==> src/rtl/hart_state_unit.sv <==
// hart_state_unit
//   Tracks which of the four harts are active, reserved (spawn in flight) or
//   primary. A spawn allocates the lowest-index free hart, reserves it, and
//   offers its start PC to IF until IF acknowledges, at which point the hart
//   becomes active. Kills deactivate a hart; the last active hart can never be
//   killed. Set-primary moves the primary marker to an active hart.
//
// Ports
//   clk, rst                        clock, synchronous active-high reset
//   id_hstart / id_hstart_pc        spawn request and start PC
//   id_hkill / id_set_hid           kill request and target hart
//   id_hprim / id_prim_hid          set-primary request and target hart
//   if_start_ack                    IF has consumed the pending start PC
//   hstart_ack / hstart_hid         registered spawn-accepted pulse, allocated hart
//   hstart_busy                     combinational spawn refusal
//   if_start_valid/_hid/_pc         pending start toward IF
//   prim_hstate, acti_hstate        one-hot primary, active bitmap
//   acti_num                        popcount of acti_hstate
//   hkill_err                       registered kill-refused pulse
module hart_state_unit (
    input  logic        clk,
    input  logic        rst,
    input  logic        id_hstart,
    input  logic [31:0] id_hstart_pc,
    input  logic        id_hkill,
    input  logic [1:0]  id_set_hid,
    input  logic        id_hprim,
    input  logic [1:0]  id_prim_hid,
    input  logic        if_start_ack,
    output logic        hstart_ack,
    output logic [1:0]  hstart_hid,
    output logic        hstart_busy,
    output logic        if_start_valid,
    output logic [1:0]  if_start_hid,
    output logic [31:0] if_start_pc,
    output logic [3:0]  prim_hstate,
    output logic [3:0]  acti_hstate,
    output logic [2:0]  acti_num,
    output logic        hkill_err
);

    typedef enum logic {IDLE = 1'b0, PEND = 1'b1} state_e;

    state_e      state_q, state_d;
    logic [3:0]  rsv_q, rsv_d;
    logic [3:0]  acti_q, acti_d;
    logic [3:0]  prim_q, prim_d;
    logic [2:0]  num_q, num_d;
    logic        ack_q, ack_d;
    logic [1:0]  hid_q, hid_d;
    logic [1:0]  shid_q, shid_d;
    logic [31:0] spc_q, spc_d;
    logic        kerr_q, kerr_d;

    logic [3:0]  free;
    logic [1:0]  alloc;
    logic        spawn_ok, start_done, kill_ok;

    function automatic logic [1:0] lowest_idx(input logic [3:0] v);
        if (v[0])      return 2'd0;
        else if (v[1]) return 2'd1;
        else if (v[2]) return 2'd2;
        else           return 2'd3;
    endfunction

    always_comb begin
        state_d = state_q;
        rsv_d   = rsv_q;
        acti_d  = acti_q;
        prim_d  = prim_q;
        ack_d   = 1'b0;
        hid_d   = hid_q;
        shid_d  = shid_q;
        spc_d   = spc_q;
        kerr_d  = 1'b0;

        // Free set is taken from registered state only, so a hart killed this
        // cycle cannot be handed to a same-cycle spawn.
        free        = ~acti_q & ~rsv_q;
        alloc       = lowest_idx(free);
        hstart_busy = id_hstart && (state_q == PEND || free == 4'b0000);
        spawn_ok    = id_hstart && state_q == IDLE && free != 4'b0000;
        start_done  = state_q == PEND && if_start_ack;
        // Sole-active check uses the pre-ack count; a reserved hart is never
        // active, so killing it falls into the error path.
        kill_ok     = id_hkill && acti_q[id_set_hid] && num_q >= 3'd2;

        if (spawn_ok) begin
            state_d       = PEND;
            rsv_d[alloc]  = 1'b1;
            ack_d         = 1'b1;
            hid_d         = alloc;
            shid_d        = alloc;
            spc_d         = id_hstart_pc;
        end
        if (start_done) begin
            state_d        = IDLE;
            rsv_d[shid_q]  = 1'b0;
            acti_d[shid_q] = 1'b1;
        end

        if (kill_ok) acti_d[id_set_hid] = 1'b0;
        else if (id_hkill) kerr_d = 1'b1;

        // Killed primary falls back to the lowest remaining active hart; an
        // explicit set-primary to a surviving active hart overrides that.
        if (kill_ok && prim_q[id_set_hid])
            prim_d = acti_d & (~acti_d + 4'd1);
        if (id_hprim && acti_q[id_prim_hid] && !(kill_ok && id_set_hid == id_prim_hid))
            prim_d = 4'b0001 << id_prim_hid;

        num_d = {2'b00, acti_d[0]} + {2'b00, acti_d[1]}
              + {2'b00, acti_d[2]} + {2'b00, acti_d[3]};
    end

    always_ff @(posedge clk) begin
        if (rst) begin
            state_q <= IDLE;
            rsv_q   <= 4'b0000;
            acti_q  <= 4'b0001;
            prim_q  <= 4'b0001;
            num_q   <= 3'd1;
            ack_q   <= 1'b0;
            hid_q   <= 2'd0;
            shid_q  <= 2'd0;
            spc_q   <= 32'd0;
            kerr_q  <= 1'b0;
        end else begin
            state_q <= state_d;
            rsv_q   <= rsv_d;
            acti_q  <= acti_d;
            prim_q  <= prim_d;
            num_q   <= num_d;
            ack_q   <= ack_d;
            hid_q   <= hid_d;
            shid_q  <= shid_d;
            spc_q   <= spc_d;
            kerr_q  <= kerr_d;
        end
    end

    assign hstart_ack     = ack_q;
    assign hstart_hid     = hid_q;
    assign if_start_valid = (state_q == PEND);
    assign if_start_hid   = shid_q;
    assign if_start_pc    = spc_q;
    assign prim_hstate    = prim_q;
    assign acti_hstate    = acti_q;
    assign acti_num       = num_q;
    assign hkill_err      = kerr_q;

endmodule
==> config.mk <==
export PLATFORM = sky130hd
export DESIGN_NAME = hart_state_unit
export DESIGN_NICKNAME = d
export VERILOG_FILES = /design/src/rtl/hart_state_unit.sv
export SDC_FILE = /design/constraint.sdc
export NUM_CORES = 1
export LEC_CHECK = 0
export ABC_AREA = 1
export BUFFER_PORTS_ARGS = -buffer_cell sky130_fd_sc_hd__buf_2
export CAP_MARGIN = 20
export CORE_MARGIN = 4
export CORE_UTILIZATION = 48
export DETAILED_ROUTE_END_ITERATION = 12
export PLACE_DENSITY = 0.79
export SYNTH_ARGS = -nofsm -noshare
export SYNTH_HDL_FRONTEND = slang
export SYNTH_SLANG_ARGS = --single-unit
==> constraint.sdc <==
create_clock -name clk -period 2.55 [get_ports clk]
set_clock_uncertainty 0.15 [all_clocks]
set_input_delay 0.1275 -clock clk [delete_from_list [all_inputs] [get_ports clk]]
set_output_delay 0.1275 -clock clk [all_outputs]
set_load 0.005 [all_outputs]
==> results of run 1 <==
==> power breakdown <==
part           switching [W]  internal (W)
logic               0.000182      0.000157
registers          0.0000346      0.000872
clock network       0.000276      0.000297
==> cell families (layout without fill, tap and decap cells) <==
family / after synthesis / in the layout / share of synthesized area (%)
AND/OR/NAND/NOR: 171 / 171 / 32.39
adder cells (fa/ha/maj): 3 / 3 / 1.930
flip-flops: 52 / 52 / 44.61
buffers and inverters: 46 / 168 / 9.223
AO/OA/AOI/OAI: 47 / 47 / 11.85
==> worst reg2reg max path, stage by stage, from the launching register on <==
cell	delay (ns)
dfxtp_1	0.46
nand2_2	0.07
nand2_1	0.05
nand2_1	0.08
nand2_4	0.11
nand2_2	0.10
o21ai_4	0.17
inv_1	0.08
fa_1	0.46
ha_1	0.20
ha_1	0.27
inv_1	0.05
nor2_1	0.03
==> placed cells by master, fill, tap and decap left out, types with 2 or more instances in the layout <==
cell           instances
a21oi_1                5
a21oi_2                2
buf_2                 92
buf_4                  3
clkbuf_8               5
dfxtp_1               52
dlygate4sd3_1         34
ha_1                   2
inv_1                 21
inv_2                  8
inv_6                  2
nand2_1               47
nand2_2                4
nand2_4                3
nand3_1               21
nor2_1                81
nor2_2                 4
nor2_4                 3
nor3_1                 2
o21a_1                 2
o21ai_0                6
o21ai_1               26
==> worst min path at each step <==
stage / start / endpoint / slack, ns / cells past startpoint
after floorplan: id_hkill / hkill_err / 0.1 / 2
after global placement: id_hstart_pc[6] / if_start_pc[6] / 0.21 / 3
after detailed placement: id_hstart_pc[4] / if_start_pc[4] / 0.22 / 3
after CTS: rst / acti_num[1] / 0.05 / 2
after global routing: rst / hstart_ack / 0.08 / 2
final: rst / acti_num[1] / 0.05 / 2
==> state kept, by name, summed over array words and instances (netlist names) <==
signal          cells
acti_num            3
hstart_ack          1
acti_hstate         4
if_start_pc        32
if_start_hid        2
prim_hstate         4
hkill_err           1
if_start_valid      1
rsv_q               4
==> layout make-up <==
class / instances / share of cell area (%)
inverters: 31 / 3.709
repair buffers: 129 / 25.16
flip-flops and latches: 52 / 31.82
clock buffers: 6 / 2.218
clock inverters: 2 / 1.185
well taps: 67 / 2.562
multi-input cells: 221 / 33.35
==> stage by stage <==
| stage | instances | total power (W) |
|---|---|---|
| 3_3_place_gp | 466 | 0.001211 |
| 6_report | 508 | 0.001819 |
| 2_1_floorplan | 319 | 0.001102 |
| 5_1_grt | 508 | 0.001918 |
| 3_5_place_dp | 466 | 0.001216 |
| 4_1_cts | 508 | 0.001825 |
==> layer usage <==
metal  up-vias  part of all wire (%)  global-route usage (%)
met3        19                   5.3                   4.756
met1      1110                    41                   24.87
li1       1245                     -                       -
met2        77                    51                   40.07
met5         -                     0                       0
met4         0                   2.7                   8.007
==> repair_timing <==
action	CTS	global route
hold endpoints to repair	34	0
endpoints found under the setup margin	0	3
hold buffers	34	0
resized for setup	0	3
==> flow_metrics.env, run 1 <==
export IMPL_dp_hpwl_mm=4.130
export IMPL_cpMostUsedCell="inv_1"
export IMPL_port_buffers=92
export IMPL_grt_pass1_wl_mm=10.82
export IMPL_globalRouteOverflowTotal=0
export IMPL_final_nets=485
export IMPL_drcViolationCount=0
export IMPL_yosysTopAreaCellShare_pct=44.61
export IMPL_fin_setup_tns_ns=0
export IMPL_dr_pass1_iters=4
export IMPL_worstPathRequired_ns=2.59
export IMPL_final_cell_area_mm2=0.003272
export IMPL_leakagePower_nw=1.649
export IMPL_cp_max_fo=5
export IMPL_r2r_setup_slack_ns=0.17
export IMPL_crit_end="acti_num[1]"
export IMPL_worst_path_stages=14
export IMPL_slowest_delay_ns=0.53
export IMPL_r2r_end="acti_num[1]"
export IMPL_critPathTopFamily="adder cells"
export IMPL_wl_per_cell_um=12.70
export IMPL_ys_top_cells_by_count="nor2_1 (81), dfxtp_1 (52), nand2_1 (47)"
export IMPL_clk_pin_slew_ns=0.09
export IMPL_reg2reg_from="acti_hstate[2]"
export IMPL_initial_core_util_pct=49.40
export IMPL_cts_buffers=5
export IMPL_async_flop_share_pct=0
export IMPL_fp_dieH_um=77.73
export IMPL_synth_top_area_cell="dfxtp_1"
export IMPL_startpoint_type="input pin"
export IMPL_path_class="in -> reg"
export IMPL_die_w_um=77.73
export IMPL_max_freq_mhz=419.7
export IMPL_worst_path_buf_inv=6
export IMPL_grt_pass1_vias=2399
export IMPL_rows=25
export IMPL_clk_latency_ns=0.30
export IMPL_fp_coreArea_mm2=0.004723
export IMPL_arrival_ns=2.43
export IMPL_cts_buffer_depth=2
export IMPL_utilization_pct=69.27
export IMPL_synth_fp_nets=364
export IMPL_layout_area_seq_mm2=0.001041
export IMPL_drive_gt1_share_pct=30.39
export IMPL_worst_pin_slew_ns=0.5890
export IMPL_synth_edf_count=0
export IMPL_yosysUniqueCellTypes=34
export IMPL_hold_path_class="in -> reg"
export IMPL_io_pins=93
export IMPL_drtAntennaViolNets=0
export IMPL_place_ws_ns=0.1092
export IMPL_ys_ff_latch=52
export IMPL_cts_setup_buffers=0
export IMPL_diodes=0
export IMPL_cts_tree="done"
export IMPL_finalWorstSetupSlack_ns=0.1672
export IMPL_rsz0062_at_grt="no"
export IMPL_whs_ns=0.05092
export IMPL_crit_chain="dlygate4sd3_1 -> buf_2 -> nand2_1 -> inv_2 -> nand3_1 -> inv_1 -> or2_4 -> o21ai_4 -> inv_1 -> fa_1 -> ha_1 -> ha_1 -> inv_1 -> nor2_1"
export IMPL_multiInputGateArea_mm2=0.001091
export IMPL_place_gp_congestion=0.9019
export IMPL_crit_path_start="if_start_ack"
export IMPL_die_area_mm2=0.006041
export IMPL_slew_headroom_pct=60.67
export IMPL_grt_antenna_before_repair=0
export IMPL_cts_sinks=52
export IMPL_netlist_area_mm2=0.002333
export IMPL_totalWireLength_mm=6.454
export IMPL_ys_flop_type="dfxtp_1"
export IMPL_setup_violations=0
export IMPL_ff2ff_path_depth=12
export IMPL_cts_root_buf="clkbuf_8"
export IMPL_ir_worst_vdd_uv=356.7
export IMPL_post_route_min_period_ns=2.383
export IMPL_place_area_mm2=0.002806
export IMPL_grt_total_usage_pct=21.98
export IMPL_h_tree_depth=2
export IMPL_num_fill_cells=394
export IMPL_area_growth_pct=40.21
export IMPL_endpoint_kind="flop"
export IMPL_via_per_inst=4.825
export IMPL_synthesis_instances=319
export IMPL_worst_path_max_delay_cell="dlygate4sd3_1"
export IMPL_synth_most_common_cell="nor2_1"
export IMPL_yosys_warnings=0
export IMPL_ys_seq_area_share_pct=44.61
export IMPL_maxCapViolCount=0
export IMPL_power_density_mw_per_mm2=555.9
export IMPL_drt_initial_drc_count=124
export IMPL_syn_mean_instance_area_um2=7.315
export IMPL_outcome="finished clean"
export IMPL_vias=2451
export IMPL_period_share_pct=93.44
export IMPL_synth_area_top_cells="dfxtp_1 (45%), nor2_1 (13%), nand2_1 (7.6%), o21ai_1 (5.8%), nand3_1 (4.5%)"
export IMPL_grt_max_degree=38
export IMPL_report_final_slew_viol_count=0
export IMPL_finalHoldViolations=0
No activity file was read; power rests on OpenSTA's default activity.
==> inputs of run 2 (changes only) <==
--- a/constraint.sdc
+++ b/constraint.sdc
@@ -3,3 +3,3 @@
 set_input_delay 0.1275 -clock clk [delete_from_list [all_inputs] [get_ports clk]]
 set_output_delay 0.1275 -clock clk [all_outputs]
-set_load 0.005 [all_outputs]
+set_load 0.1 [all_outputs]
==> run 2 against run 1 <==
Compared with the run above:
- global-route usage fell by 0.24 points
- sequential cell count did not move
- total power rose by 18%
==> flow_metrics.env, run 2 (synthesized netlist as in run 1, its figures left out) <==
export IMPL_worst_path_max_delay_cell="dlygate4sd3_1"
export IMPL_clk_latency_ns=0.31
export IMPL_cts_buffer_depth=2
export IMPL_initial_core_util_pct=49.40
export IMPL_area_growth_pct=39.79
export IMPL_die_area_mm2=0.006041
export IMPL_drtAntennaViolNets=0
export IMPL_grt_antenna_before_repair=0
export IMPL_maxCapViolCount=0
export IMPL_final_common_cell="buf_2"
export IMPL_via_per_inst=4.785
export IMPL_grt_pass1_wl_mm=10.58
export IMPL_cts_tree="done"
export IMPL_globalRouteOverflowTotal=0
export IMPL_endpoint_kind="flop"
export IMPL_cts_buffers=5
export IMPL_post_route_min_period_ns=2.434
export IMPL_power_total_w=0.002142
export IMPL_fp_dieH_um=77.73
export IMPL_critPathTopFamily="adder cells"
export IMPL_ir_worst_vdd_uv=455.6
export IMPL_finalHoldViolations=0
export IMPL_cts_root_buf="clkbuf_8"
export IMPL_vias=2426
export IMPL_largest_register_ffs=32
export IMPL_period_share_pct=95.43
export IMPL_dr_pass1_iters=5
export IMPL_fin_setup_tns_ns=0
export IMPL_wl_per_cell_um=12.55
export IMPL_slowest_delay_ns=0.55
export IMPL_clk_pin_slew_ns=0.09
export IMPL_place_gp_congestion=0.9182
export IMPL_max_freq_mhz=410.9
export IMPL_drt_initial_drc_count=153
export IMPL_drive_gt1_share_pct=32.73
export IMPL_ff2ff_path_depth=12
export IMPL_port_buffers=92
export IMPL_worst_path_buf_inv=6
export IMPL_slew_headroom_pct=31.56
export IMPL_worst_path_stages=14
export IMPL_grt_max_degree=38
export IMPL_final_nets=484
export IMPL_cts_sinks=52
export IMPL_rows=25
export IMPL_diodes=0
export IMPL_rsz0062_at_grt="no"
export IMPL_power_density_mw_per_mm2=656.7
export IMPL_path_class="in -> reg"
export IMPL_hold_depth=2
export IMPL_worst_pin_slew_ns=1.026
export IMPL_h_tree_depth=2
export IMPL_report_final_slew_viol_count=0
export IMPL_grt_pass1_vias=2299
export IMPL_arrival_ns=2.48
export IMPL_setup_violations=0
export IMPL_grt_total_usage_pct=21.74
export IMPL_outcome="finished clean"
export IMPL_hold_path_class="in -> reg"
export IMPL_cp_max_fo=5
export IMPL_crit_chain="dlygate4sd3_1 -> buf_2 -> nand2_1 -> inv_2 -> nand3_1 -> inv_2 -> or2_1 -> nand2_1 -> inv_1 -> fa_1 -> ha_1 -> ha_1 -> inv_1 -> nor2_1"
export IMPL_startpoint_type="input pin"
export IMPL_die_w_um=77.73
export IMPL_final_cell_mix="buf_2 (92), nor2_1 (81), nand2_1 (47)"
export IMPL_fp_coreArea_mm2=0.004723
export IMPL_dp_hpwl_mm=4.146
export IMPL_drcViolationCount=0
export IMPL_totalWireLength_mm=6.361
export IMPL_io_pins=93
export IMPL_leakagePower_nw=1.641
export IMPL_worstPathRequired_ns=2.59
-- run 2: cell types whose count changed in the layout (fill, tap and decap cells not counted), sizes merged --
cell    change
buf         -1
clkbuf      -1
clkinv      +2
bufinv      -1
-- run 2: final timing paths --
kind,start,endpoint,slack (ns)
setup / recovery,if_start_ack,acti_num[1],0.12
hold / removal,rst,acti_num[2],0.04
setup reg to reg,if_start_valid,acti_num[1],0.27
hold reg to reg,if_start_pc[1],if_start_pc[1],0.33
-- run 2: worst register-to-register path, delay by kind of cell (launching register included) --
family,cells,cell delay [ns]
fa+ha+maj,3,0.93
simple gates,5,0.51
flops,1,0.35
buf+inv,4,0.22
-- run 2: metrics by stage --
stage	setup slack (ns)	cells	instance area (µm²)	util, %	hold WS, ns
finish	0.1165	507	3262	69.06	0.04478
global route	0.01589	507	3262	69.06	0.05130
CTS	0.06611	507	3258	68.98	0.03559
detailed placement	0.2306	465	2826	59.84	0.2177
global placement	0.2561	465	2826	59.84	0.2101
floorplan	0.01909	319	2361	-	0.09898
-- run 2: timing repair --
item                                    4_1_cts  5_1_grt
endpoints found under the setup margin        0        2
endpoints found under the hold margin        34        0
hold buffers                                 34        0
buffers inserted                              0        0
gates resized for setup                       0        1
-- run 2: where the power goes --
group	total, W	switching [W]	internal (W)
Sequential	0.000903	0.0000345	0.000869
Combinational	0.000762	0.000603	0.000159
Clock	0.000476	0.000279	0.000197
Total	0.00214	0.000917	0.00123
-- run 2: final cells by class --
cell class	instances	area [µm²]
timing repair buffer	128	815.8
fill	386	1461
clock inverter	3	22.52
clock buffer	5	68.82
multi-input combinational	221	1085
sequential	52	1065
tap	67	83.83
inverter	31	121.4
-- run 2: routing by layer --
layer	routed length, µm	part of all wire, %	GRT usage (%)	vias up
met5	0	0	0	-
met4	212	3.3	9.964	0
met3	292	4.6	4.524	21
met2	3265	51	38.70	67
met1	2590	41	24.67	1089
li1	-	-	-	1249
